--- src/rtl/demux_1_3_stream.sv ---
`default_nettype none
// ============================================================================
// Module   : demux_1_3_stream
// Brief    : 1-to-3 valid/ready stream demultiplexer with per-channel
//            one-entry output registers and wrapping delivered-beat counters.
// Revision : 1.0 - initial release
// ============================================================================
module demux_1_3_stream #(
  parameter int DATA_W = 3,
  parameter int CNT_W  = 8
) (
  input  logic              clk,
  input  logic              rst_n,
  input  logic              in_valid,
  output logic              in_ready,
  input  logic [DATA_W-1:0] in_data,
  input  logic [1:0]        in_sel,
  output logic [2:0]        out_valid,
  input  logic [2:0]        out_ready,
  output logic [DATA_W-1:0] out0_data,
  output logic [DATA_W-1:0] out1_data,
  output logic [DATA_W-1:0] out2_data,
  output logic [CNT_W-1:0]  cnt0,
  output logic [CNT_W-1:0]  cnt1,
  output logic [CNT_W-1:0]  cnt2,
  output logic              sel_alias
);

  localparam int c_num_ch = 3;

  typedef enum logic [0:0] {
    EMPTY = 1'b0,
    FULL  = 1'b1
  } state_t;

  logic [1:0] w_ch;
  logic       w_accept;
  logic [2:0] w_load;
  logic [2:0] w_pop;
  logic       r_sel_alias;

  // Select 11 aliases onto channel 2, matching the MUX_3_1 encoding.
  always_comb begin
    w_ch = 2'd2;
    if (in_sel == 2'b00) begin
      w_ch = 2'd0;
    end else if (in_sel == 2'b01) begin
      w_ch = 2'd1;
    end
  end

  // Readiness looks only at the addressed channel, so a stall elsewhere never blocks.
  always_comb begin
    in_ready = 1'b0;
    case (w_ch)
      2'd0:    in_ready = !out_valid[0] | out_ready[0];
      2'd1:    in_ready = !out_valid[1] | out_ready[1];
      default: in_ready = !out_valid[2] | out_ready[2];
    endcase
  end

  assign w_accept = in_valid & in_ready;

  for (genvar k = 0; k < c_num_ch; k++) begin : g_ch
    state_t            r_state;
    logic [DATA_W-1:0] r_data;
    logic [CNT_W-1:0]  r_cnt;

    assign w_load[k]    = w_accept && (w_ch == 2'(k));
    assign w_pop[k]     = (r_state == FULL) && out_ready[k];
    assign out_valid[k] = (r_state == FULL);

    always_ff @(posedge clk or negedge rst_n) begin
      if (!rst_n) begin
        r_state <= EMPTY;
        r_data  <= '0;
        r_cnt   <= '0;
      end else begin
        // A load wins over a pop, giving pass-through at one beat per cycle.
        case (r_state)
          EMPTY: begin
            if (w_load[k]) begin
              r_state <= FULL;
              r_data  <= in_data;
            end
          end
          FULL: begin
            if (w_load[k]) begin
              r_data <= in_data;
            end else if (w_pop[k]) begin
              r_state <= EMPTY;
            end
          end
          default: r_state <= EMPTY;
        endcase
        if (w_pop[k]) begin
          r_cnt <= r_cnt + CNT_W'(1);
        end
      end
    end
  end

  always_ff @(posedge clk or negedge rst_n) begin
    if (!rst_n) begin
      r_sel_alias <= 1'b0;
    end else begin
      r_sel_alias <= w_accept && (in_sel == 2'b11);
    end
  end

  assign out0_data = g_ch[0].r_data;
  assign out1_data = g_ch[1].r_data;
  assign out2_data = g_ch[2].r_data;
  assign cnt0      = g_ch[0].r_cnt;
  assign cnt1      = g_ch[1].r_cnt;
  assign cnt2      = g_ch[2].r_cnt;
  assign sel_alias = r_sel_alias;

endmodule
`default_nettype wire

--- config.mk ---
export PLATFORM = sky130hd
export DESIGN_NAME = demux_1_3_stream
export DESIGN_NICKNAME = d
export VERILOG_FILES = /design/src/rtl/demux_1_3_stream.sv
export SDC_FILE = /design/constraint.sdc
export NUM_CORES = 1
export LEC_CHECK = 0
export CORE_MARGIN = 1
export CORE_UTILIZATION = 49
export DETAILED_ROUTE_END_ITERATION = 6
export PLACE_DENSITY = 0.91
export SETUP_SLACK_MARGIN = 0.5
export SYNTH_ARGS = -nofsm -noshare
export SYNTH_HDL_FRONTEND = slang
export SYNTH_SLANG_ARGS = --single-unit
--- constraint.sdc ---
create_clock -name clk -period 3.2 [get_ports clk]
set_input_delay 0.48 -clock clk [delete_from_list [all_inputs] [get_ports clk]]
set_output_delay 0.48 -clock clk [all_outputs]
set_load 0.02 [all_outputs]
==> impl_results.md, run 1 <==
* Post-DRT Antenna Nets at 0
* Max Fanout on Critical Path at 3
* Post-Route WL at 3210 µm
* Final Hold Fails at 0
* GP Congestion at 0.793
* FFs w/ async S/R, synth at 100%
* Synth Net Count at 140
* Top Ports at 49
* Final setup TNS at 0 ns
* Synth Area in Compound Gates at 0.637%
* Postcts setup bufs at 0
* Die width at 58.6 µm
* Peak supply drop at 0.485 mV
* Synth-to-Final Area Change at 36.7%
* Initial antenna violation count at 0
* Worst Tran Pin Value at 0.457 ns
* GRT Overall Usage at 22.1%
* Fin crit period at 2.50 ns
* Delay of the slowest cell on the worst path at 0.64 ns
* Tcrit/Tclk final at 78.2%
* Worst setup EP type: output port
* Synth Area in Adders at 2.39%
* Clk_skew at 0.00459 ns
* Post-synth top area share at 59.0%
* Pleak at 0.938 nW
* Critical Path Source Type: input port
* Clock Sinks at 37
* DR iter-0 viols at 24
* Sequential area share after synthesis at 59.0%
* CTS tree: done
* Status: completed
* Routed vias at 1103
* Cell Area, Placed at 2090 µm²
* Area contributors post-synth: dfrtp_1 59%, mux2_2 8.6%, xnor2_1 8.4%, nand2_1 3.3%, xor2_1 3.3%
* Routed len/inst at 14.4 µm
* EDFF count, synth at 0
* # Max-Cap Violations at 0
* Syn_area_per_cell at 12.5 µm²
* Clock transition at the register clock pins on the worst setup and hold paths after CTS at 0.10 ns
* Commonest non-fill, non-tap cell in the layout: clkdlybuf4s50_1
* Die footprint at 3440 µm²
* CP Class: in2out
* CP max-delay cell: clkdlybuf4s50_1
* Pwr dens at 731 nW/µm²
* Synth warn at 0
* Post-synthesis mux area share at 9.24%
* Clk root buf: clkbuf_4
* CP required at 2.72 ns
* Synthesized instance count at 126
* Max clock buf depth at 2
* Slew HR at 69.5%
* Layout cells sized above 1 at 10.6%
* Largest net degree at the start of global routing at 38
* Nets at 193
* Placed Cells at 216
* Largest family of logic cells by synthesized area: simple AND/OR/NAND/NOR gates
* Most frequent cell on the critical path: clkdlybuf4s50_1
* Rows at 20
* Via density at 4.95
* Port Buf Inserts at 48
* Core area at 3050 µm²
* Overflow after GRT at 0
* CP Cell Sequence: clkdlybuf4s50_1, nand2b_1, mux2i_1, o21ai_0, clkdlybuf4s50_1
* Type of the tightest min-delay check: reg2reg
* Vias in the first global route at 1175
* Worst Path Arrival at 2.02 ns
* Mapped cell area at 1570 µm²
* Initial Util at 51.4%
* Maximum level of the CTS H-tree at 2
* Top_reg_cell synth: dfrtp_1
* # diodes at 0
* Fmax at 399 MHz
* Final Cell Area at 2150 µm²
* Most frequent cells in the layout: 48 x clkdlybuf4s50_1, 37 x dfrtp_1, 15 x xnor2_1
* Final setup vio count at 0
* Die Span Y at 58.6 µm
* Cell accounting for the most synthesized area: dfrtp_1
* First-pass GRT wire length at 5370 µm
* Post-CTS Resized at 0
* Skew-Pair Late Insertion Delay at 0.33 ns
* Post-Layout Cell Count at 223
* Hold bufs inserted after CTS at 0
* Detail Placement HPWL at 2470 µm
* XOR/XNOR share of the synthesized area at 11.7%
* Total CTS buffers at 5
* Power, Total at 1.57 mW
* #FFs+latches synth at 37
* Synth cell types at 23
* DRC at 0
* Reg2reg setup slack at 1.87 ns
* 1st-pass router iterations at 4
* Synth Area in Simple Gates at 14.9%
* RSZ-0062 raised after global routing: no
* Max-slew violation count at 0
synthesized netlist by cell type, types with 3 or more instances:
cell      n
mux2_2   12
ha_1      3
inv_1     3
buf_4     3
xor2_1    6
nor3_1    3
nand4_1   7
xnor2_1  15
dfrtp_1  37
nor2_1    4
nand3_1   3
nand2_1  14
layout make-up:
type / count / area (µm²)
fill: 252 / 907
multi-input combinational: 83 / 611
clock buffer: 7 / 55.1
timing repair buffer: 49 / 488
tap: 44 / 55.1
inverter: 3 / 11.3
sequential: 37 / 926
registers in the layout, indices dropped and copies added, names as in the netlist:
signal / flops
g_ch.r_state: 3
out2_data: 3
sel_alias: 1
cnt1: 8
cnt2: 8
out0_data: 3
cnt0: 8
out1_data: 3
report_power, final:
group,internal (mW),switching (mW)
clock,0.104,0.138
combinational,0.315,0.286
sequential,0.585,0.141
critical path, delay by kind of cell:
kind,cells,cell delay [ns]
and+or+nand+nor,1,0.16
muxes,1,0.08
buffers and inverters,2,1.15
AOI/OAI and AO/OA,1,0.15
per-stage QoR:
step	worst slack, ns	hold slack, ns	utilization (%)
after floorplan	1.58	0.184	-
after global placement	0.729	0.462	68.5
after detailed placement	0.698	0.462	68.5
after CTS	0.694	0.480	70.3
after global routing	0.636	0.503	70.3
final	0.696	0.472	70.3
routing by layer:
| layer | global-route usage [%] | share of wire (%) | vias up |
|---|---|---|---|
| li1 | - | - | 527 |
| met3 | 6.37 | 4.6 | 6 |
| met2 | 37.8 | 52 | 35 |
| met4 | 11.9 | 2.3 | 0 |
| met5 | 0 | 0 | - |
| met1 | 25.0 | 41 | 535 |
path summary, 6_finish.rpt:
check                           cells after the start                        to                       from
worst max-delay path                                5                  in_ready               out_ready[1]
worst min-delay path                                1       cnt1[7]$_DFFE_PN0P_        cnt1[7]$_DFFE_PN0P_
worst max register to register                      3  out0_data[1]$_DFFE_PN0P_  g_ch[0].r_state$_DFF_PN0_
worst min register to register                      1       cnt1[7]$_DFFE_PN0P_        cnt1[7]$_DFFE_PN0P_
max in group asynchronous                           2       cnt1[5]$_DFFE_PN0P_                      rst_n
min in group asynchronous                           2       cnt0[1]$_DFFE_PN0P_                      rst_n
cell families (layout without fill, tap and decap cells):
| kind of cell | after synthesis | in the layout |
|---|---|---|
| AND/OR/NAND/NOR | 44 | 44 |
| flip-flops | 37 | 37 |
| XOR/XNOR | 21 | 21 |
| multiplexers | 13 | 13 |
| buffers and inverters | 6 | 59 |
| adder cells (fa/ha/maj) | 3 | 3 |
| AO/OA/AOI/OAI | 2 | 2 |
(Power assumes the default switching activity.)
==> run 2: changes to the inputs <==
--- a/config.mk
+++ b/config.mk
@@ -6,9 +6,9 @@
 export NUM_CORES = 1
 export LEC_CHECK = 0
 export CORE_MARGIN = 1
-export CORE_UTILIZATION = 49
+export CORE_UTILIZATION = 41
 export DETAILED_ROUTE_END_ITERATION = 6
-export PLACE_DENSITY = 0.91
+export PLACE_DENSITY = 0.82
 export SETUP_SLACK_MARGIN = 0.5
 export SYNTH_ARGS = -nofsm -noshare
 export SYNTH_HDL_FRONTEND = slang
==> constraint.sdc (replaced) <==
create_clock -name clk -period 2.1 [get_ports clk]
set_input_delay 0.315 -clock clk [delete_from_list [all_inputs] [get_ports clk]]
set_output_delay 0.315 -clock clk [all_outputs]
set_load 0.02 [all_outputs]
==> run 2 against run 1 <==
  * Critical path depth fell by 1
  * Sequential power rose by 50%
  * Clock skew fell by 0.0026 ns
  * Critical path type is now reg2out
  * Core utilization fell by 9.8 points
  * Die area rose by 19%
  * Largest power group unchanged
  * Clock power rose by 120%
  * Final cell count rose by 3.1%
  * Critical endpoint unchanged
==> impl_results.md, run 2 (synthesis gave the netlist of run 1 again) <==
* DR iter-0 viols at 38
* Peak supply drop at 0.637 mV
* Max clock buf depth at 2
* Worst r2r src: g_ch[0].r_state$_DFF_PN0_
* CP max-delay cell: dfrtp_1
* Synth-to-Final Area Change at 41.0%
* GP Congestion at 0.761
* Critical Path Source Type: flop
* CP Class: reg2out
* Core area at 3660 µm²
* Sw Ratio at 35.9%
* Worst Tran Pin Value at 0.794 ns
* Delay of the slowest cell on the worst path at 0.34 ns
* Clk root buf: clkbuf_8
* Fin crit period at 1.60 ns
* Port Buf Inserts at 48
* Reg2reg setup slack at 0.80 ns
* Layout cells sized above 1 at 14.3%
* RR Endpoint: cnt0[7]$_DFFE_PN0P_
* Pleak at 1.19 nW
* Pwr dens at 1100 nW/µm²
* Status: completed
* Initial antenna violation count at 0
* Final setup vio count at 0
* Detail Placement HPWL at 2280 µm
* Type of the tightest min-delay check: in2async
* Clock Sinks at 37
* Routed vias at 1107
* Sequential power share at 44.8%
* Post-Layout Cell Count at 230
* Clk pwr share at 21.7%
* Largest net degree at the start of global routing at 38
* Tcrit/Tclk final at 76.2%
* Final Hold Fails at 0
* # diodes at 0
* RSZ-0062 raised after global routing: yes
* Total CTS buffers at 5
* Filler cells at 305
* Most frequent cells in the layout: 37 x dfrtp_1, 24 x dlygate4sd2_1, 15 x xnor2_1
* Via density at 4.81
* Overflow after GRT at 0
* Post-Place Worst Slack at -0.0782 ns
* Post-DRT Antenna Nets at 0
* Fmax at 625 MHz
* DRC at 0
* Routed len/inst at 13.1 µm
* Vias in the first global route at 1156
* # Max-Cap Violations at 0
* Final worst slack at 0.500 ns
* Clock transition at the register clock pins on the worst setup and hold paths after CTS at 0.07 ns
* First-pass GRT wire length at 5330 µm
* Commonest non-fill, non-tap cell in the layout: dfrtp_1
* CP required at 1.78 ns
* Psw at 0.876 mW
* Crit-path leading delay family: flip-flops
* Maximum level of the CTS H-tree at 2
* CP Cell Sequence: or2b_1, mux2i_1, o21ai_1, buf_4
* Slew HR at 47.1%
* Max Fanout on Critical Path at 3
* Worst setup EP type: output port
* Initial Util at 42.9%
* 1st-pass router iterations at 3
* CP bufs+invs at 1
* Post-layout util at 60.5%
* Die Span Y at 63.9 µm
* Final setup TNS at 0 ns
* Max-slew violation count at 0
* Rows at 22
* GRT Overall Usage at 17.4%
* Placed Cells at 221
* Nets at 195
* R2R depth at 4
* Top Ports at 49
* Combinational share of power at 33.5%
* CTS tree: done
* Die footprint at 4080 µm²
* Worst Path Arrival at 1.28 ns
* Skew-Pair Late Insertion Delay at 0.28 ns
* Clk_skew at 0.00197 ns
* Post-Route WL at 3020 µm
* Die width at 63.9 µm
* P_int at 1.57 mW
run 2: cell count changes in the layout (fill, tap and decap cells not counted), moves of 3 or more:
cell / previous run / this run
clkdlybuf4s50_1: 48 / 9
dlygate4sd2_1: 0 / 24
dlymetal6s2s_1: 0 / 13
clkbuf_8: 1 / 7
clkbuf_4: 5 / 0
buf_4: 1 / 4
run 2: power groups by stage:
| stage | registers (mW) | clock network, mW | logic (mW) |
|---|---|---|---|
| final | 1.09 | 0.530 | 0.817 |
| after global routing | 1.13 | 0.588 | 0.885 |
| after CTS | 1.10 | 0.551 | 0.827 |
| after detailed placement | 1.12 | 0 | 0.927 |
| after global placement | 1.10 | 0 | 0.895 |
| after floorplan | 1.29 | 0 | 0.252 |
run 2: what timing repair did:
item / in CTS / in global routing
pin swaps: 0 / 1
hold buffers: 0 / 0
endpoints found under the setup margin: 24 / 13
resized for setup: 29 / 16
buffers inserted: 0 / 1
run 2: cell type report:
class | instances | area, µm² | share of cell area (%)
clock inverter | 1 | 5.00 | 0.226
multi-input combinational | 83 | 618 | 27.9
inverter | 3 | 11.3 | 0.508
sequential | 37 | 926 | 41.8
clock buffer | 7 | 96.3 | 4.35
timing repair buffer | 51 | 498 | 22.5
tap | 48 | 60.1 | 2.71
run 2: worst max path at each step:
stage | cells after the start | to | slack, ns | from
floorplan | 3 | in_ready | 0.68 | g_ch[0].r_state$_DFF_PN0_
global placement | 5 | in_ready | -0.09 | out_ready[0]
detailed placement | 5 | in_ready | -0.08 | out_ready[0]
CTS | 5 | in_ready | 0.40 | out_ready[1]
global route | 4 | in_ready | 0.42 | g_ch[0].r_state$_DFF_PN0_
finish | 4 | in_ready | 0.50 | g_ch[0].r_state$_DFF_PN0_
run 2: per-layer routing:
layer / wire length, µm / track usage [%]
met5: 0 / 0
met4: 66 / 8.81
met3: 172 / 5.18
met2: 1480 / 28.3
met1: 1300 / 20.9
run 2: per-stage QoR:
| stage | hold slack (ns) | area [µm²] | power (mW) |
|---|---|---|---|
| floorplan | 0.0194 | 1570 | 1.55 |
| global placement | 0.445 | 2100 | 1.99 |
| detailed placement | 0.455 | 2100 | 2.04 |
| CTS | 0.141 | 2160 | 2.48 |
| global route | 0.185 | 2210 | 2.60 |
| finish | 0.109 | 2210 | 2.44 |
==> run 3: changes to the inputs <==
--- a/config.mk
+++ b/config.mk
@@ -6,9 +6,9 @@
 export NUM_CORES = 1
 export LEC_CHECK = 0
 export CORE_MARGIN = 1
-export CORE_UTILIZATION = 41
+export CORE_UTILIZATION = 45
 export DETAILED_ROUTE_END_ITERATION = 6
-export PLACE_DENSITY = 0.82
+export PLACE_DENSITY = 0.85
 export SETUP_SLACK_MARGIN = 0.5
 export SYNTH_ARGS = -nofsm -noshare
 export SYNTH_HDL_FRONTEND = slang
==> constraint.sdc (replaced) <==
create_clock -name clk -period 1.65 [get_ports clk]
set_input_delay 0.2475 -clock clk [delete_from_list [all_inputs] [get_ports clk]]
set_output_delay 0.2475 -clock clk [all_outputs]
set_load 0.02 [all_outputs]
==> run 3 against run 2 <==
  * Register-to-register slack got worse by 0.55 ns
  * Critical endpoint unchanged
  * Wire length increased by 48%
  * Clock power increased by 25%
  * Non-clock buffer count increased by 40
  * Die area decreased by 8.6%
  * Global-route usage increased by 3.9 points
  * First-iteration DRC count increased by 61%
  * Cell area increased by 24%
  * Flip-flop and latch count unchanged
==> impl_results.md, run 3 (synthesis gave the netlist of run 1 again) <==
* Status: completed
* Multi-input gate area in the final layout at 777 µm²
* Die footprint at 3730 µm²
* RSZ-0062 raised after global routing: yes
* CP Class: in2out
* Power, Total at 3.99 mW
* Post-DRT Antenna Nets at 0
* Clk root buf: clkbuf_4
* Initial Util at 47.1%
* DR iter-0 viols at 61
* Max-slew violation count at 0
* Nets at 235
* Final worst slack at 0.0317 ns
* Critical Path Source Type: input port
* CP bufs+invs at 2
* Vias in the first global route at 1210
* Max clock buf depth at 2
* Filler cells at 188
* Combinational share of power at 49.1%
* Slew HR at 72.5%
* Final setup vio count at 0
* CTS tree: done
* Rows at 21
* Type of the tightest min-delay check: in2reg
* Final setup TNS at 0 ns
* Sw Ratio at 35.7%
* Most frequent cells in the layout: 45 x buf_6, 34 x buf_4, 32 x dfrtp_1
* Clock transition at the register clock pins on the worst setup and hold paths after CTS at 0.10 ns
* Clk_skew at 0.0113 ns
* Routed len/inst at 16.7 µm
* Fmax at 618 MHz
* Routed vias at 1337
* Pleak at 1.35 nW
* Detail Placement HPWL at 2410 µm
* P_int at 2.57 mW
* Grt met1 use at 22.4%
* Clock Sinks at 37
* Met3 GRT Util at 7.56%
* Worst Tran Pin Value at 0.413 ns
* Maximum level of the CTS H-tree at 2
* CP required at 1.40 ns
* Fin crit period at 1.62 ns
* Top Ports at 49
* Die Span Y at 61.1 µm
* Worst Path Arrival at 1.37 ns
* 1st-pass router iterations at 4
* Worst setup EP type: output port
* Via density at 4.99
* Final Cell Area at 2740 µm²
* Clk pwr share at 16.5%
* GR Util met2 at 38.4%
* Peak supply drop at 0.947 mV
* CP Cell Sequence: clkdlybuf4s50_1, nand2b_4, mux2i_1, o21ai_1, buf_2
* Register area at 932 µm²
* GP Congestion at 0.705
* Sequential power share at 34.4%
* GRT Max-Usage Layer: met2
* First-pass GRT wire length at 5500 µm
* DRC at 0
* Initial antenna violation count at 0
* GRT Overall Usage at 21.3%
* Crit-path leading delay family: buffers and inverters
* # Max-Cap Violations at 0
* Layout cells sized above 1 at 55.4%
* Overflow after GRT at 0
* Post-Place Worst Slack at -0.340 ns
* Tcrit/Tclk final at 98.1%
* Total CTS buffers at 5
* Final Hold Fails at 0
* # diodes at 0
* Post-Layout Cell Count at 268
* Placed Cells at 223
* Port Buf Inserts at 48
* Synth-to-Final Area Change at 74.2%
* Pwr dens at 1460 nW/µm²
* CP Depth at 5
* Die width at 61.1 µm
* Cell Area, Placed at 2140 µm²
* Post-Route WL at 4460 µm
* CP max-delay cell: clkdlybuf4s50_1
* Skew-Pair Late Insertion Delay at 0.35 ns
* R2R depth at 4
* Delay of the slowest cell on the worst path at 0.56 ns
* Psw at 1.42 mW
* Max Fanout on Critical Path at 3
* Core area at 3340 µm²
* Min-Delay Path Depth at 3
* Largest net degree at the start of global routing at 32
* Commonest non-fill, non-tap cell in the layout: buf_6
==> run 3: cell types whose count changed in the layout (fill, tap and decap cells not counted), moves of 6 or more <==
cell	delta
dlymetal6s2s_1	-13
clkbuf_8	-6
dlygate4sd2_1	-22
mux2_4	+8
buf_6	+45
mux2_2	-8
clkbuf_4	+6
buf_4	+30
==> run 3: path summary, 6_finish.rpt <==
path | startpoint | to | slack, ns
worst max-delay path | out_ready[1] | in_ready | 0.03
worst max register to register | g_ch[0].r_state$_DFF_PN0_ | out0_data[1]$_DFFE_PN0P_ | 0.25
min in group asynchronous | rst_n | cnt1[5]$_DFFE_PN0P_ | 0.37
worst min-delay path | in_sel[1] | g_ch[2].r_state$_DFF_PN0_ | 0.35
worst min register to register | out0_data[2]$_DFFE_PN0P_ | out0_data[2]$_DFFE_PN0P_ | 0.56
max in group asynchronous | rst_n | out1_data[2]$_DFFE_PN0P_ | 0.82
==> run 3: final cells by class <==
cell class | count | share of cell area, %
Clock buffer | 7 | 2.01
Clock inverter | 1 | 1.10
Inverter | 3 | 0.412
Multi-Input combinational cell | 83 | 28.4
Sequential cell | 37 | 34.1
Tap cell | 46 | 2.10
Timing Repair Buffer | 91 | 31.9
==> run 3: metrics by stage <==
stage | hold slack [ns] | util, %
6_report | 0.347 | 82.0
3_5_place_dp | 0.318 | 64.2
2_1_floorplan | -0.0481 | -
3_3_place_gp | 0.309 | 64.2
5_1_grt | 0.350 | 82.0
4_1_cts | 0.349 | 73.3
==> run 3: metal layers <==
layer	part of all wire, %	up-vias
met5	0	-
met4	2.2	0
met3	4.9	10
met2	58	58
li1	-	614
met1	35	655
==> run 3: repair_timing <==
action	4_1_cts	5_1_grt
hold buffers	1	0
setup endpoints to repair	49	68
hold endpoints to repair	30	0
pin swaps	2	9
resized for setup	208	61
buffers inserted	30	6
==> run 3: power groups by stage <==
stage / Sequential (mW) / Clock [mW] / Combinational, mW
detailed placement: 1.42 / 0 / 1.20
global placement: 1.40 / 0 / 1.16
floorplan: 1.66 / 0 / 0.331
CTS: 1.33 / 0.657 / 1.58
global route: 1.40 / 0.700 / 2.05
finish: 1.37 / 0.660 / 1.96
==> run 3: tightest hold or removal path, delay by kind of cell <==
kind	cells	cell delay (ns)
buf+inv	1	0.28
simple gates	2	0.14
